==> src/rtl/fifo_write_arbiter_if.sv <==
// Producer request bundle and FIFO write port
// shared by the write arbiter and its neighbours.
interface fifo_write_arbiter_if #(
  parameter int N_REQ  = 4,
  parameter int DATA_W = 8
);
  logic [N_REQ-1:0]        req;
  logic [N_REQ*DATA_W-1:0] req_data;
  logic [N_REQ-1:0]        req_last;
  logic [N_REQ-1:0]        ack;
  logic [N_REQ-1:0]        grant;
  logic                    full;
  logic                    w_en;
  logic [DATA_W-1:0]       w_data;

  modport master (
    input  req, req_data, req_last, full,
    output ack, grant, w_en, w_data
  );

  modport slave (
    output req, req_data, req_last, full,
    input  ack, grant, w_en, w_data
  );
endinterface

==> src/rtl/fifo_write_arbiter.sv <==
// Round-robin write-port arbiter for the async FIFO:
// one producer owns the port for a bounded burst.
module fifo_write_arbiter #(
  parameter int N_REQ     = 4,
  parameter int DATA_W    = 8,
  parameter int MAX_BURST = 4
) (
  input logic                  w_clk,
  input logic                  w_reset,
  fifo_write_arbiter_if.master bus
);
  localparam int IDX_W = (N_REQ > 1) ? $clog2(N_REQ) : 1;
  localparam int CNT_W = $clog2(MAX_BURST) + 1;
  localparam logic [IDX_W-1:0] LAST_RST = IDX_W'(N_REQ - 1);
  localparam logic [CNT_W-1:0] CNT_END  = CNT_W'(MAX_BURST - 1);

  typedef enum logic {IDLE, BURST} state_t;

  state_t           r_state;
  state_t           w_state_nxt;
  logic [N_REQ-1:0] r_grant;
  logic [N_REQ-1:0] w_grant_nxt;
  logic [IDX_W-1:0] r_last;
  logic [IDX_W-1:0] w_last_nxt;
  logic [CNT_W-1:0] r_cnt;
  logic [CNT_W-1:0] w_cnt_nxt;

  logic             w_any;
  logic [IDX_W-1:0] w_win;
  logic             w_req_g;
  logic             w_last_g;
  logic             w_take;

  // search starts just above the previous owner
  always_comb begin
    w_any = 1'b0;
    w_win = '0;
    for (int i = 1; i <= N_REQ; i++) begin
      if (!w_any &&
          bus.req[IDX_W'((int'(r_last) + i) % N_REQ)]) begin
        w_any = 1'b1;
        w_win = IDX_W'((int'(r_last) + i) % N_REQ);
      end
    end
  end

  assign w_req_g  = bus.req[r_last];
  assign w_last_g = bus.req_last[r_last];
  assign bus.grant = r_grant;

  always_comb begin
    w_state_nxt = r_state;
    w_grant_nxt = r_grant;
    w_last_nxt  = r_last;
    w_cnt_nxt   = r_cnt;
    w_take      = 1'b0;
    bus.w_en    = 1'b0;
    bus.ack     = '0;
    bus.w_data  = '0;
    unique case (r_state)
      IDLE: begin
        if (w_any) begin
          w_state_nxt        = BURST;
          w_grant_nxt        = '0;
          w_grant_nxt[w_win] = 1'b1;
          w_last_nxt         = w_win;
          w_cnt_nxt          = '0;
        end
      end
      BURST: begin
        w_take      = w_req_g & ~bus.full;
        bus.w_en    = w_take;
        bus.w_data  = bus.req_data[r_last*DATA_W +: DATA_W];
        bus.ack[r_last] = w_take;
        // a dropped request ends the burst even while stalled
        if (!w_req_g ||
            (w_take && (w_last_g || r_cnt == CNT_END))) begin
          w_state_nxt = IDLE;
          w_grant_nxt = '0;
          w_cnt_nxt   = '0;
        end else if (w_take) begin
          w_cnt_nxt = r_cnt + 1'b1;
        end
      end
    endcase
  end

  always_ff @(posedge w_clk or negedge w_reset) begin
    if (!w_reset) begin
      r_state <= IDLE;
      r_grant <= '0;
      r_last  <= LAST_RST;
      r_cnt   <= '0;
    end else begin
      r_state <= w_state_nxt;
      r_grant <= w_grant_nxt;
      r_last  <= w_last_nxt;
      r_cnt   <= w_cnt_nxt;
    end
  end
endmodule

==> src/flat_wrapper.sv <==
// flat-port wrapper written by rule: the top's interface ports become plain ports
module fifo_write_arbiter_flat 
#(
  parameter int N_REQ     = 4,
  parameter int DATA_W    = 8,
  parameter int MAX_BURST = 4
)
  (w_clk, w_reset, bus_req, bus_req_data, bus_req_last, bus_full, bus_ack, bus_grant, bus_w_en, bus_w_data);
  fifo_write_arbiter_if #(.N_REQ(N_REQ), .DATA_W(DATA_W)) bus_i ();
  input logic w_clk;
  input logic w_reset;
  input wire logic [$bits(bus_i.req)-1:0] bus_req;
  input wire logic [$bits(bus_i.req_data)-1:0] bus_req_data;
  input wire logic [$bits(bus_i.req_last)-1:0] bus_req_last;
  input wire logic [$bits(bus_i.full)-1:0] bus_full;
  output wire logic [$bits(bus_i.ack)-1:0] bus_ack;
  output wire logic [$bits(bus_i.grant)-1:0] bus_grant;
  output wire logic [$bits(bus_i.w_en)-1:0] bus_w_en;
  output wire logic [$bits(bus_i.w_data)-1:0] bus_w_data;
  assign bus_i.req = bus_req;
  assign bus_i.req_data = bus_req_data;
  assign bus_i.req_last = bus_req_last;
  assign bus_i.full = bus_full;
  assign bus_ack = bus_i.ack;
  assign bus_grant = bus_i.grant;
  assign bus_w_en = bus_i.w_en;
  assign bus_w_data = bus_i.w_data;
  fifo_write_arbiter #(.N_REQ(N_REQ), .DATA_W(DATA_W), .MAX_BURST(MAX_BURST)) u_core (.w_clk(w_clk), .w_reset(w_reset), .bus(bus_i));
endmodule
==> config.mk <==
export PLATFORM = sky130hd
export DESIGN_NAME = fifo_write_arbiter_flat
export DESIGN_NICKNAME = d
export VERILOG_FILES = /design/src/rtl/fifo_write_arbiter_if.sv /design/src/rtl/fifo_write_arbiter.sv /design/src/flat_wrapper.sv
export SDC_FILE = /design/constraint.sdc
export NUM_CORES = 1
export LEC_CHECK = 0
export BUFFER_PORTS_ARGS = -buffer_cell sky130_fd_sc_hd__buf_4
export CAP_MARGIN = 20
export CORE_MARGIN = 2
export CORE_UTILIZATION = 41
export CTS_BUF_LIST = sky130_fd_sc_hd__clkbuf_4
export CTS_CLUSTER_SIZE = 10
export DETAILED_ROUTE_END_ITERATION = 10
export PLACE_DENSITY = 0.83
export SLEW_MARGIN = 20
export SYNTH_ARGS = -nofsm -noshare
export SYNTH_HDL_FRONTEND = slang
export SYNTH_SLANG_ARGS = --single-unit
export TNS_END_PERCENT = 100
==> constraint.sdc <==
create_clock -name w_clk -period 2.6 [get_ports w_clk]
set_input_delay 0.13 -clock w_clk [delete_from_list [all_inputs] [get_ports w_clk]]
set_output_delay 0.13 -clock w_clk [all_outputs]
set_load 0.005 [all_outputs]
=== After elaboration in Yosys (flattened, before gate mapping) ===
Cells that the tools add are included.
W data, S select, Z words.

* Bits in registers: 10
* Input port bits: 43
* Output and inout bits: 17

* Add/sub/neg operators: 5
* Magnitude comparators: 8
* Eq/ne operators: 4
* Shifts and indexed selects: 1
* Multiplexer cells: 41
* Bitwise gates (word level): 4
* Reduce and logical (&&, ||, !) cells: 15

{| class="wikitable"
|+ Operators with widths
! operator !! number
|-
| $shiftx A32 B6 Y8 || 1
|-
| $mux W1 || 19
|-
| $lt A2 B4 Y1 const B || 4
|-
| $bmux W1 S2 || 6
|-
| $mux W4 || 3
|-
| $mux W3 || 3
|-
| $mux W2 || 4
|-
| $mux W8 || 1
|-
| $pmux W4 S2 || 1
|-
| $logic_and A1 B1 Y1 || 6
|-
| $lt A2 B3 Y1 const B || 2
|-
| $pmux W3 S2 || 1
|-
| $reduce_and A2 Y1 || 3
|-
| $add A2 B1 Y2 const B || 2
|-
| $add A2 B2 Y2 const B || 2
|-
| $and A4 B4 Y4 || 1
|-
| $demux W1 S2 || 2
|-
| $ge A2 B1 Y1 const B || 2
|-
| $logic_not A1 Y1 || 4
|-
| $add A3 B1 Y3 const B || 1
|-
| $eq A3 B2 Y1 const B || 1
|-
| $ne A3 B3 Y1 const B || 1
|-
| $logic_or A1 B1 Y1 || 2
|-
| $ne A2 B1 Y1 const B || 1
|-
| 4 further kinds || 5
|}

=== Logic depth before layout (Yosys ltp) ===
* Word-level depth: 20
* Depth in mapped cells: 9

=== Worst setup path before layout ===
Ideal clock, no wire load.

* Path kind: reg2reg
* Start point: reg u_core.r_last[0]
* End point: reg u_core.r_grant[2] (netlist: u_core.bus.grant[2])
* Setup time: 121 ps
* Arrival: 2,368 ps
* Data required time: 2,479 ps
* Setup slack: 110 ps
* Stages on the path, launching flop included: 10
* Buffers on the path: 2
* Clock period less this slack: 2,490 ps
* Cell sequence: dfstp_2 buf_4 buf_2 inv_1 ha_1 mux4_1 nor2b_1 o21ai_0 o21ai_0 a22o_2

* Cells in the longest elaborated chain, start to end: 20
* Elaborated cells on any way between the ends: 49
* Those cells by class: add/sub: 4; order compare: 2; eq/ne: 2; mux: 28; bitwise: 1; reduce/logical: 12

{| class="wikitable"
|+ Ends and longest elaborated chain
! item !! line !! text
|-
| start, declared || fifo_write_arbiter.sv:23 || <nowiki>logic [IDX_W-1:0] r_last;</nowiki>
|-
| start signal, assigned || fifo_write_arbiter.sv:97 || <nowiki>r_last <= w_last_nxt;</nowiki>
|-
| $add A2 B1 Y2 || fifo_write_arbiter.sv:40, fifo_write_arbiter.sv:42 ||
|-
| $bmux W1 S2 || fifo_write_arbiter.sv:40 || <nowiki>bus.req[IDX_W'((int'(r_last) + i) % N_REQ)]) begin</nowiki>
|-
| $mux W1 (not written as such) (2 in a row) || fifo_write_arbiter.sv:40 ||
|-
| $mux W1 || fifo_write_arbiter.sv:39 || <nowiki>if (!w_any &&</nowiki>
|-
| $logic_not A1 Y1 || fifo_write_arbiter.sv:39 ||
|-
| $logic_and A1 B1 Y1 || fifo_write_arbiter.sv:39 ||
|-
| $mux W1 || fifo_write_arbiter.sv:39 ||
|-
| $logic_not A1 Y1 || fifo_write_arbiter.sv:39 ||
|-
| (+3 left out) || n/a ||
|-
| $logic_and A1 B1 Y1 || fifo_write_arbiter.sv:39 ||
|-
| $mux W2 || fifo_write_arbiter.sv:39 ||
|-
| $lt A2 B3 Y1 (not written as such) or $ge A2 B1 Y1 (tied branches) || fifo_write_arbiter.sv:65 || <nowiki>w_grant_nxt[w_win] = 1'b1;</nowiki>
|-
| $logic_and A1 B1 Y1 (not written as such) || fifo_write_arbiter.sv:65 ||
|-
| $mux W1 (not written as such) || fifo_write_arbiter.sv:65 ||
|-
| $demux W1 S2 || n/a ||
|-
| $mux W4 || fifo_write_arbiter.sv:62 || <nowiki>if (w_any) begin</nowiki>
|-
| $pmux W4 S2 || fifo_write_arbiter.sv:60 || <nowiki>unique case (r_state)</nowiki>
|-
| end signal, assigned || fifo_write_arbiter.sv:96 || <nowiki>r_grant <= w_grant_nxt;</nowiki>
|-
| end, declared || fifo_write_arbiter.sv:21 || <nowiki>logic [N_REQ-1:0] r_grant;</nowiki>
|}

Parallel ways exist; a longest one is shown, timed or not. The select of a mux whose other input is x is not followed.
A chain may end at the register's enable or synchronous reset.

=== Worst setup path in the final report ===
* Start point: reg u_core.r_last[0]
* End point: reg u_core.r_grant[1] (netlist: u_core.bus.grant[1])

The elaborated chain is that of the path after synthesis.

==> Flow_metrics.wiki <==
{| class="wikitable"
! Metric !! Value
|-
| Status || completed
|-
| FP Rows || 18
|-
| Average vias per placed instance || 5.363
|-
| GRT Resource Usage Total || 20.44%
|-
| Kind of launch point of the worst setup path || flip-flop
|-
| Boundary pin count || 60
|-
| Number of max-slew violations in the final report || 0
|-
| Non-filler instance count after layout || 193
|-
| Global-route wire length before repair || 4360 µm
|-
| Core ar. || 2455 µm²
|-
| Clock Sink Count || 10
|-
| Max Clock Skew || 0.01382 ns
|-
| Htree depth || 1
|-
| Leading cell type in the layout, fill and taps excluded || buf_4
|-
| Clock input transition at the sequential cells of the worst setup and hold paths || 0.07 ns
|-
| Hold Path Origin || bus_full
|-
| Number of nets in the finished design || 213
|-
| Number of hold violations in the final report || 0
|-
| Number of cell instances on the worst register-to-register path || 6
|-
| Die Footprint || 2968 µm²
|-
| Min setup slack post-route || 0.3597 ns
|-
| Multi-input gate area in the final layout || 734.5 µm²
|-
| DRC errors left || 0
|-
| Synthesized cell area || 1045 µm²
|-
| Time the final worst path needs with I/O delays and setup || 2.240 ns
|-
| Kind of cell adding the most delay to the critical path || flip-flops
|-
| Data arrival time of the critical path || 2.38 ns
|-
| Reg-to-reg slack, setup || 0.36 ns
|-
| Headroom to the max-slew limit || 64.71%
|-
| Path type of the worst setup path || flip-flop to flip-flop
|-
| Worst r2r src || u_core.r_last[0]
|-
| Cell chosen for the clock root || clkbuf_4
|-
| Sequential fraction of the synthesis area || 24.19%
|-
| Die Y-Extent || 54.48 µm
|-
| DR vias || 1035
|-
| Flops & latches, synth || 10
|-
| Number of CTS-inserted buffers || 3
|-
| Most frequent cells in the layout || buf_4 (62), and2_1 (12), mux4_2 (11), nand2_1 (9), dfrtp_1 (8)
|-
| Total area of sequential cells || 252.7 µm²
|-
| Final Setup Violations || 0
|-
| Maximum vdd drop || 0.6031 mV
|-
| First-iteration detailed-routing DRC count || 14
|-
| Net count after synthesis || 151
|-
| Input/output buffers || 59
|-
| Pin count of the biggest net entering global routing || 18
|-
| Max capacitance violation total || 0
|-
| Initial standard-cell utilization of the core || 42.56%
|-
| Unrepaired setup endpoints after global routing || no
|-
| Number of setup buffers added after CTS || 0
|-
| Data required, critical path || 2.74 ns
|-
| Number of diodes || 0
|-
| Fill cell count || 202
|-
| Pin slew with the least headroom to its limit || 0.5246 ns
|-
| Count of nets left with antenna violations after detail routing || 0
|-
| Critical Path Max Stage Delay || 0.60 ns
|-
| Cell count of the worst hold path || 4
|-
| Critical path depth || 6
|-
| Worst flop-to-flop path endpoint || u_core.bus.grant[1]
|-
| Antenna violations before repair || 0
|-
| Final-layout setup total negative slack || 0 ns
|-
| Clock tree from TritonCTS || built
|-
| CP Cell Sequence || buf_4 > mux4_1 > nor2b_1 > o21ai_0 > o21ai_1 > a22o_1
|-
| Final Cycle Share || 86.17%
|-
| Peak Freq || 0.4464 GHz
|-
| Clock insertion delay at the later pin of the skew report || 0.27 ns
|-
| Wire per inst || 14.58 µm
|-
| Die width || 54.48 µm
|-
| Post-Place Worst Slack || 0.3886 ns
|-
| Combined buffer and inverter count along the critical path || 1
|-
| Fraction of final layout cells sized beyond drive strength 1 || 52.15%
|-
| Critical-path top delay cell || dfstp_2
|-
| Total power divided by cell area || 906.3 nW/µm²
|-
| Ys Warns || 0
|-
| Count of cell types in the netlist || 34
|-
| Aggregate global routing overflow || 0
|-
| LEAKAGE || 0.7610 nW
|-
| Initial DRT Pass Iterations || 5
|-
| Routability congestion estimate from global placement || 0.8912
|-
| Number of global-route vias before repair || 938
|-
| Total wire length after detailed routing || 2813 µm
|-
| End point of the worst hold path || u_core.r_cnt[2]
|-
| Gate count after technology mapping || 102
|-
| Average size of a mapped cell || 10.24 µm²
|-
| Largest fanout on the critical path || 14
|-
| Total half-perimeter wirelength after legalization and detailed placement || 2333 µm
|-
| Hold/Removal Path Class || input pin to flip-flop
|-
| Max clock buf depth || 2
|-
| Layout overhead on the synthesized area || 48.26%
|-
| Critical path capture point type || flip-flop
|-
| Post-placement cell count || 188
|}
-- Yosys cell counts, drive strengths merged --
cell type,number,area share (%)
inv,6,2.2
nor4,1,0.60
a21oi,6,2.9
nand2b,3,1.8
dfstp,2,5.0
dfrtp,8,19
buf,3,2.3
o211a,1,0.96
nor2,4,1.7
and3b,1,0.96
a21boi,1,0.72
nand3,1,0.48
o22ai,1,0.60
nand2,9,3.2
o32ai,1,1.6
mux2i,2,1.9
or4,1,0.84
a21o,1,0.72
o21ai,9,4.3
mux4,12,26
or3,1,0.60
ha,6,7.2
and2,13,7.9
clkbuf,3,1.1
a32o,1,0.96
a22o,4,3.6
nor2b,1,0.60
-- worst min-delay path: cells and delay by family --
kind	cells	cell delay, ns
buffers and inverters	1	0.10
AO/OA/AOI/OAI	1	0.07
AND/OR/NAND/NOR	2	0.13
-- layout make-up --
class                           instances  share of cell area (%)
Sequential cell                        10                   16.32
Clock buffer                            3                   1.454
Multi-Input combinational cell         80                   47.42
Tap cell                               30                   2.423
Clock inverter                          1                  0.2423
Timing Repair Buffer                   63                   30.69
Inverter                                6                   1.454
-- kinds of logic (layout without fill, tap and decap cells) --
family,Yosys count,in the layout,share of synthesized area [%]
and+or+nand+nor,35,35,18.68
muxes,14,14,28.14
AOI/OAI and AO/OA,25,25,16.29
buffers and inverters,12,73,5.508
DFF,10,10,24.19
adders and majority gates,6,6,7.185
-- flip-flops by register name, indices dropped and copies added (netlist names) --
| signal | cells |
|---|---|
| u_core.r_last | 2 |
| u_core.bus.grant | 4 |
| u_core.r_state | 1 |
| u_core.r_cnt | 3 |
-- repair_timing --
item / 4_1_cts / 5_1_grt
hold endpoints to repair: 10 / 0
hold buffers: 1 / 0
resized for setup: 0 / 0
-- metal layers --
metal	global-route usage, %	part of all wire, %	vias to the layer above
met2	33.33	55	24
li1	-	-	506
met5	0	0	-
met1	27.76	41	503
met4	7.500	0.82	0
met3	2.459	3.0	2
-- power breakdown --
group | leakage, nW | internal, mW | switching [mW]
Combinational | 0.618 | 0.564 | 0.460
Sequential | 0.127 | 0.214 | 0.0575
Clock | 0.0154 | 0.0553 | 0.0528
-- per-stage QoR --
stage / hold slack [ns] / total power, mW / util (%) / area, µm²
after global routing: 0.2219 / 1.523 / 63.10 / 1549
after detailed placement: -0.03645 / 1.300 / 61.62 / 1513
after CTS: 0.1970 / 1.411 / 63.10 / 1549
final: 0.1968 / 1.404 / 63.10 / 1549
after global placement: -0.03633 / 1.263 / 61.62 / 1513
after floorplan: -0.1656 / 0.9496 / - / 1045
-- worst max-delay path by stage --
stage | endpoint | from
2_1_floorplan | u_core.bus.grant[2] | u_core.r_last[0]
3_3_place_gp | u_core.bus.grant[2] | u_core.r_last[0]
3_5_place_dp | u_core.bus.grant[1] | u_core.r_last[0]
4_1_cts | u_core.bus.grant[1] | u_core.r_last[0]
5_1_grt | u_core.bus.grant[1] | u_core.r_last[0]
6_report | u_core.bus.grant[1] | u_core.r_last[0]
Note: power is estimated with default switching activity, not from simulation.
